<file path="config.mk">
export PLATFORM = sky130hd
export DESIGN_NAME = serial_unsigned_adder
export DESIGN_NICKNAME = d
export VERILOG_FILES = /design/src/rtl/serial_unsigned_adder.sv
export SDC_FILE = /design/constraint.sdc
export NUM_CORES = 1
export LEC_CHECK = 0
export CORE_MARGIN = 2
export CORE_UTILIZATION = 54
export DETAILED_ROUTE_END_ITERATION = 8
export PLACE_DENSITY = 0.82
export SETUP_SLACK_MARGIN = 0.1
export SLEW_MARGIN = 20
export SYNTH_ARGS = -nofsm -noshare
export SYNTH_HDL_FRONTEND = slang
export SYNTH_SLANG_ARGS = --single-unit
</file>
<file path="constraint.sdc">
create_clock -name clk -period 2.1 [get_ports clk]
set_input_delay 0.42 -clock clk [delete_from_list [all_inputs] [get_ports clk]]
set_output_delay 0.42 -clock clk [all_outputs]
set_load 0.02 [all_outputs]
</file>
<file path="src/rtl/serial_unsigned_adder.sv">
// serial_unsigned_adder
//   Bit-serial unsigned adder. Operands are captured on an accepted start,
//   then added LSB-first, one bit per clock, through a single full-adder
//   cell and a carry flop. The result is published once, on entry to DONE,
//   and held until the next completed operation.
//
//   State table
//     IDLE  | waiting for start; operands latched on the accepting edge
//     SHIFT | one full-adder step per cycle, LSB first
//     DONE  | done pulse; SUM/COUT freshly valid; back to IDLE next cycle
//
// Ports
//   clk   : system clock, rising edge
//   rst   : synchronous active-high reset
//   start : begin an addition (sampled in IDLE only)
//   A, B  : WIDTH-bit unsigned operands (sampled on the accepted start only)
//   busy  : high in SHIFT and DONE
//   done  : one-cycle pulse when SUM/COUT update
//   SUM   : (A+B) mod 2^WIDTH of the last completed operation
//   COUT  : carry out of the MSB of the last completed operation
module serial_unsigned_adder #(
  parameter int WIDTH = 8
) (
  input  logic             clk,
  input  logic             rst,
  input  logic             start,
  input  logic [WIDTH-1:0] A,
  input  logic [WIDTH-1:0] B,
  output logic             busy,
  output logic             done,
  output logic [WIDTH-1:0] SUM,
  output logic             COUT
);

  localparam int CW = (WIDTH > 1) ? $clog2(WIDTH) : 1;
  localparam logic [CW-1:0] LAST = CW'(WIDTH - 1);

  localparam logic [1:0] IDLE  = 2'd0;
  localparam logic [1:0] SHIFT = 2'd1;
  localparam logic [1:0] DONE  = 2'd2;

  logic [1:0]       state;
  logic [WIDTH-1:0] ra;
  logic [WIDTH-1:0] rb;
  logic [WIDTH-1:0] rs;
  logic             c;
  logic [CW-1:0]    cnt;

  logic             s_bit;
  logic             c_next;
  logic [WIDTH-1:0] rs_next;

  // Single full-adder cell working on the current LSBs.
  always_comb begin
    s_bit   = ra[0] ^ rb[0] ^ c;
    c_next  = (ra[0] & rb[0]) | (ra[0] & c) | (rb[0] & c);
    rs_next = {s_bit, rs[WIDTH-1:1]};
  end

  always_ff @(posedge clk) begin
    if (rst) begin
      state <= IDLE;
      ra    <= '0;
      rb    <= '0;
      rs    <= '0;
      c     <= 1'b0;
      cnt   <= '0;
      busy  <= 1'b0;
      done  <= 1'b0;
      SUM   <= '0;
      COUT  <= 1'b0;
    end else begin
      done <= 1'b0;
      case (state)
        IDLE: begin
          if (start) begin
            ra    <= A;
            rb    <= B;
            rs    <= '0;
            c     <= 1'b0;
            cnt   <= '0;
            busy  <= 1'b1;
            state <= SHIFT;
          end
        end
        SHIFT: begin
          c   <= c_next;
          rs  <= rs_next;
          ra  <= {1'b0, ra[WIDTH-1:1]};
          rb  <= {1'b0, rb[WIDTH-1:1]};
          cnt <= cnt + 1'b1;
          if (cnt == LAST) begin
            // Publish from the final step's values so partial sums never
            // reach SUM and the outputs stay purely registered.
            SUM   <= rs_next;
            COUT  <= c_next;
            done  <= 1'b1;
            state <= DONE;
          end
        end
        DONE: begin
          busy  <= 1'b0;
          state <= IDLE;
        end
        default: begin
          busy  <= 1'b0;
          state <= IDLE;
        end
      endcase
    end
  end

endmodule
</file>
* Word-level counts from Yosys, hierarchy flattened *
Index checks and enable logic that the tools add are counted.

word-level totals
  flip-flop bits (word level) = 41
  logic and storage cells = 46

operators by class
  add/subtract/negate cells = 1
  equality and inequality tests = 4
  mux-type cells = 16
  bitwise logic cells = 8
  reductions and logical operators = 7

operators by type and width
  operator                                                          count
  8-bit case mux with 2 select lines                                3
  8-bit 2-to-1 mux                                                  3
  2-bit AND reduction                                               4
  3-bit case mux with 2 select lines                                1
  2-bit 2-to-1 mux                                                  2
  2-bit != test (second input constant)                             2
  1-bit case mux with 2 select lines                                2
  2-bit case mux with 2 select lines                                1
  3-bit by 1-bit adder with 3-bit output (second input constant)    1
  1-bit bitwise AND                                                 3
  3-bit == test (second input constant)                             1
  1-bit 2-to-1 mux                                                  3
  3-bit 2-to-1 mux                                                  1
  2-bit by 1-bit == test with 1-bit output (second input constant)  1
  2-bit zero test                                                   1
  1-bit OR                                                          2
  2-bit nonzero test                                                1
  2-bit OR reduction                                                1
  1-bit bitwise XOR                                                 2
  1-bit inverter                                                    1

* Depth between registers and ports, before layout *
Gate-level depths: netlist (run 1).

  word-level depth = 4
  depth in mapped cells = 6
  mapped depth without buffers = 5

* Worst setup path before layout (run 1) *
No wires, ideal clock.

  kind = register to register
  start point = register cnt[0]
  end point = register SUM[0]
  setup time = 0.133 ns
  arrival time = 1.101 ns
  data required time = 1.967 ns
  setup slack = 0.866 ns
  stages on the path, launching flop included = 7
  path buffers = 1
  clock period less this slack = 1.234 ns
  cell sequence = dfxtp_1 ha_1 ha_1 and3b_1 buf_2 nand2_1 a21oi_1

on the way
  longest elaborated chain between the ends = 2

ends and longest elaborated chain
  element                        line  RTL
  start: declaration             47    logic [CW-1:0] cnt;
  start signal: assignment       91    cnt <= cnt + 1'b1;
  3-bit == test                  92    if (cnt == LAST) begin
  2-bit AND reduction (no line)  -
  end signal: assignment         95    SUM <= rs_next;
  end: declaration               31    output logic [WIDTH-1:0] SUM,

Every way passes these cells.
A chain may end at the register's enable or synchronous reset.

* Worst setup path in the final report (run 1) *
  start point = register COUT
  end point = output COUT

RTL lines
  element                   line  RTL
  start: declaration        32    output logic COUT
  start signal: assignment  96    COUT <= c_next;

No word-level cell between the ends.

==> impl_metrics.toml, run 1 <==
[cts]
htree_levels = 2
cts_setup_buffers = 0
cts_made_buffers = 5
hold_buffers = 0
clockBufferDepth = 2
cts.sinks = 40
cts_resized = 0
cts_tree = "built"
clock-root-buffer = "clkbuf_4"
worst_skew_pair.late_latency_ps = 340
path_clk_slew_ps = 100

[timing]
postLayoutSetupSlackWorst_ps = 380
worstMarginPinSlew_ps = 429
min_period_ps = 1720
hold_violations = 0
skew_ps = 4.40
rsz0062_at_grt = "false"
fin_tns_setup_ps = 0
period_share = 0.819
finalSetupViolCount = 0
maxSlewViolCount = 0
hold_slack_ps = 456
relSlewSlack = 0.713
max_freq_ghz = 0.581

[critical_path]
crit_fanout = 2
critPathSlowestCell = "clkdlybuf4s50_1"
reg2reg_depth = 4
worstSetupPathType = "reg -> out"
critical_path.n_buffers_inverters = 1
r2r-start = "state[0]"
worstPathArrival_ps = 1300
path_cells = "clkdlybuf4s50_1"
crit_family = "buffers and inverters"
r2r-end = "ra[4]"
ff2ff_setup_slack_ps = 650
worstSetupEndpointType = "output port"
crit_path_start_kind = "flip-flop"
worst_path_largest_cell_delay_ps = 620
cp.required_ps = 1680

[synth]
ys_types = 23
synth_top_area_frac = 0.507
ys_seq_elements = 40
avgSynthCellArea_um2 = 9.64
synth_fp_nets = 186
yosys_warnings = 0
syn_inst = 164
ys_seq_area_frac = 0.507
synth_area_um2 = 1580
yosysTopAreaCell = "dfxtp_1"
synthTopCellsByArea = "dfxtp_1 (51%), mux2i_1 (8.9%), a211oi_1 (7.1%)"

[layout]
area_delta_synth_final_pct = 21.3
mostFrequentLayoutCells = "dfxtp_1 (40), nor2_1 (30), clkdlybuf4s50_1 (29)"
diodes = 0
drive_gt1_frac = 0.0677
finish.utilization = 0.695
fin_cells = 223
final_common_cell = "dfxtp_1"
fin_nets = 214
design_area_um2 = 1920

[routing]
drc = 0
vias = 1258
viasPerCell = 5.64
dr.pass1.iters = 4
drt_first_iter_violations = 31
wl_per_cell_um = 13.1
postRouteAntennaNets = 0
routed_wl_um = 2920

[grt]
first_global_vias = 1177
grt_pass1_wl_um = 4860
grt_max_degree = 30
grt.overflow.total = 0
antenna_found_initial = 0
globalRouteTotalUtil = 0.193

[placed_design]
dp_hpwl_um = 2130
dpl.cell_count = 216
place_area_um2 = 1850
io_buffers = 29
post-place-ws_ps = 302
gp_congestion = 0.717

[hold_path]
holdPathEnd = "SUM[5]"
hold_start = "SUM[5]"
hold_class = "reg -> reg"
hold-path-cell-count = 2

[pwr]
vdd_drop_max_mv = 0.540
cellLeakagePower_nw = 0.728
power.density_nw_per_um2 = 722
total_power_mw = 1.38

[floorplanning]
io_pins = 30
start_util = 0.573
die_h_um = 58.1
die-width_um = 58.1
die_area_um2 = 3380
core_um2 = 2760
rows = 19

[run]
drv_cap = 0

[run_status]
outcome = "finished, final reports clean"
[sequential cells by signal (all words and copies together) (netlist names)]
register  flops
COUT          1
SUM           8
busy          1
c             1
cnt           3
done          1
ra            8
rb            8
rs            7
state         2
[cells by family after synthesis]
| group | share of synthesized area |
|---|---|
| compound gates | 0.177 |
| fa+ha+maj | 0.0285 |
| buf+inv | 0.0625 |
| flops | 0.507 |
| mux | 0.0887 |
| simple gates | 0.137 |
[power breakdown]
group / switching [mW] / internal, mW
sequential: 0.0228 / 0.792
clock: 0.224 / 0.190
combinational: 0.0737 / 0.0819
[per-layer routing]
layer  share of wire  track usage
met1            0.42        0.193
met5               0            0
met2            0.52        0.352
met3           0.045       0.0670
met4           0.017       0.0963
[how the worst max path moves through the flow]
stage / from / to / slack [ps] / cells past startpoint
6_report: COUT / COUT / 380 / 1
2_1_floorplan: cnt[0] / SUM[0] / 870 / 6
3_3_place_gp: start / ra[3] / 400 / 5
5_1_grt: COUT / COUT / 330 / 1
4_1_cts: COUT / COUT / 350 / 1
3_5_place_dp: start / ra[4] / 300 / 5
[layout make-up]
| class | instances | area [µm²] |
|---|---|---|
| inverters | 1 | 3.75 |
| multi-input cells | 110 | 681 |
| well taps | 31 | 38.8 |
| clock buffers | 7 | 65.1 |
| fillers | 238 | 841 |
| flip-flops and latches | 40 | 801 |
| repair buffers | 34 | 328 |
[cell usage after synthesis]
cell,number
a2111oi_0,1
a211oi_1,15
a21oi_1,10
a22oi_1,12
and2b_1,1
and3b_1,1
buf_1,1
buf_12,1
buf_2,6
buf_6,3
clkbuf_1,2
dfxtp_1,40
fa_1,1
ha_1,2
inv_1,1
mux2i_1,14
nand2_1,18
nand3b_1,1
nor2_1,30
nor3_1,1
nor3b_1,1
o21ba_2,1
o21bai_1,1
No activity file was read; power rests on OpenSTA's default activity.
==> inputs of run 2 (changes only) <==
Settings changed: CORE_UTILIZATION 54 to 45, PLACE_DENSITY 0.82 to 0.73.
Clock period 2.1 ns to 1.5 ns, I/O delays scaled along.
==> run 2 against run 1 <==
Effect of this change: design area up 4.2%; first-iteration DRC count increased by 140%; global-route usage shrank 3.5 points; worst hold slack better by 4.1 ps; combinational power rose by 54%; sequential power rose by 40%; setup slack worse by 210 ps; clock skew rose by 1.8 ps; critical endpoint is now busy.
==> impl_metrics.toml, run 2 (synthesis results as in run 1) <==
[routing]
drc = 0
vias = 1246
dr.pass1.iters = 4
viasPerCell = 5.11
drt_first_iter_violations = 73
wl_per_cell_um = 11.6
postRouteAntennaNets = 0
routed_wl_um = 2830

[pwr]
p_switching_uw = 465
switching_share = 0.241
p_int_mw = 1.46
combPwrFrac = 0.124
vdd_drop_max_mv = 0.526
pwr-share-seq = 0.590
total_power_mw = 1.93
p_clk_frac = 0.286
cellLeakagePower_nw = 0.814
power.density_nw_per_um2 = 966

[hold_path]
hold-path-cell-count = 2
hold_start = "SUM[7]"
hold_class = "reg -> reg"
holdPathEnd = "SUM[7]"

[grt]
grt_pass1_wl_um = 5040
antenna_found_initial = 0
first_global_vias = 1177
grt_max_degree = 31
globalRouteTotalUtil = 0.158
grt.overflow.total = 0

[floorplanning]
start_util = 0.470
rows = 21
die-width_um = 63.3
die_h_um = 63.3
io_pins = 30
core_um2 = 3360
die_area_um2 = 4000

[timing]
maxSlewViolCount = 0
postLayoutSetupSlackWorst_ps = 171
worstMarginPinSlew_ps = 303
max_freq_ghz = 0.752
relSlewSlack = 0.793
rsz0062_at_grt = "false"
period_share = 0.886
finalSetupViolCount = 0
hold_slack_ps = 460
hold_violations = 0
min_period_ps = 1330
skew_ps = 6.23

[layout]
drive_gt1_frac = 0.106
fin_nets = 219
final_common_cell = "dfxtp_1"
diodes = 0
design_area_um2 = 2000
top_regs = "SUM x8, ra x8, rb x8"
mostFrequentLayoutCells = "dfxtp_1 (40), nor2_1 (30), nand2_1 (18), clkdlybuf4s50_1 (18), a211oi_1 (15)"
filler_cell_count = 328
area_delta_synth_final_pct = 26.4

[critical_path]
worstSetupPathType = "reg -> out"
reg2reg_depth = 6
worstPathArrival_ps = 1030
ff2ff_setup_slack_ps = 220
critPathSlowestCell = "dfxtp_1"
crit_family = "flip-flops"
r2r-start = "cnt[0]"
crit_path_start_kind = "flip-flop"
cp.required_ps = 1200
crit_fanout = 2
path_cells = "dlygate4sd2_1"
worst_path_largest_cell_delay_ps = 360
r2r-end = "SUM[1]"
critical_path.n_buffers_inverters = 1
worstSetupEndpointType = "output port"

[placed_design]
place_area_um2 = 1930
gp_congestion = 0.714
dp_hpwl_um = 2060
io_buffers = 29
post-place-ws_ps = -95.5

[cts]
cts_tree = "built"
cts.sinks = 40
clock-root-buffer = "clkbuf_4"
clockBufferDepth = 2
htree_levels = 2
path_clk_slew_ps = 110
cts_made_buffers = 5
worst_skew_pair.late_latency_ps = 330

[run_status]
outcome = "finished, final reports clean"

[run]
drv_cap = 0
==> run 2: metal layers <==
layer / share of wire / vias up / GRT usage
li1: - / 639 / -
met1: 0.43 / 574 / 0.172
met2: 0.51 / 29 / 0.285
met3: 0.046 / 4 / 0.0429
met4: 0.0085 / 0 / 0.0734
met5: 0 / - / 0
==> run 2: worst max-delay path by stage <==
stage / startpoint / to / slack (ps) / cells after the start
floorplan: cnt[0] / SUM[0] / 270 / 6
global placement: start / rb[5] / -30 / 5
detailed placement: start / rb[5] / -100 / 5
CTS: cnt[0] / SUM[1] / 110 / 5
global route: cnt[0] / SUM[1] / 100 / 5
finish: busy / busy / 170 / 1
==> run 2: power by group through the flow <==
stage	clock network, mW	logic, mW	registers (mW)
after floorplan	0	0.154	1.16
after global placement	0	0.235	1.16
after detailed placement	0	0.243	1.16
after CTS	0.576	0.242	1.14
after global routing	0.641	0.265	1.15
final	0.551	0.240	1.14
==> run 2: cell type report <==
type / count / area [µm²] / share of cell area
multi-input combinational: 110 / 683 / 0.342
sequential: 40 / 801 / 0.401
timing repair buffer: 39 / 390 / 0.195
tap: 46 / 57.6 / 0.0288
inverter: 1 / 3.75 / 0.00188
clock inverter: 2 / 10.0 / 0.00501
clock buffer: 6 / 51.3 / 0.0257
==> run 2: through the flow <==
step	cells	TNS [ps]	util
2_1_floorplan	164	0	-
3_3_place_gp	234	-178	0.574
3_5_place_dp	234	-545	0.574
4_1_cts	244	0	0.593
5_1_grt	244	0	0.594
6_report	244	0	0.594
==> run 2: what timing repair did <==
action / in CTS / in global routing
pin swaps: 0 / 0
resized for setup: 11 / 3
hold buffers: 0 / 0
endpoints found under the setup margin: 20 / 11
setup buffers: 2 / 0
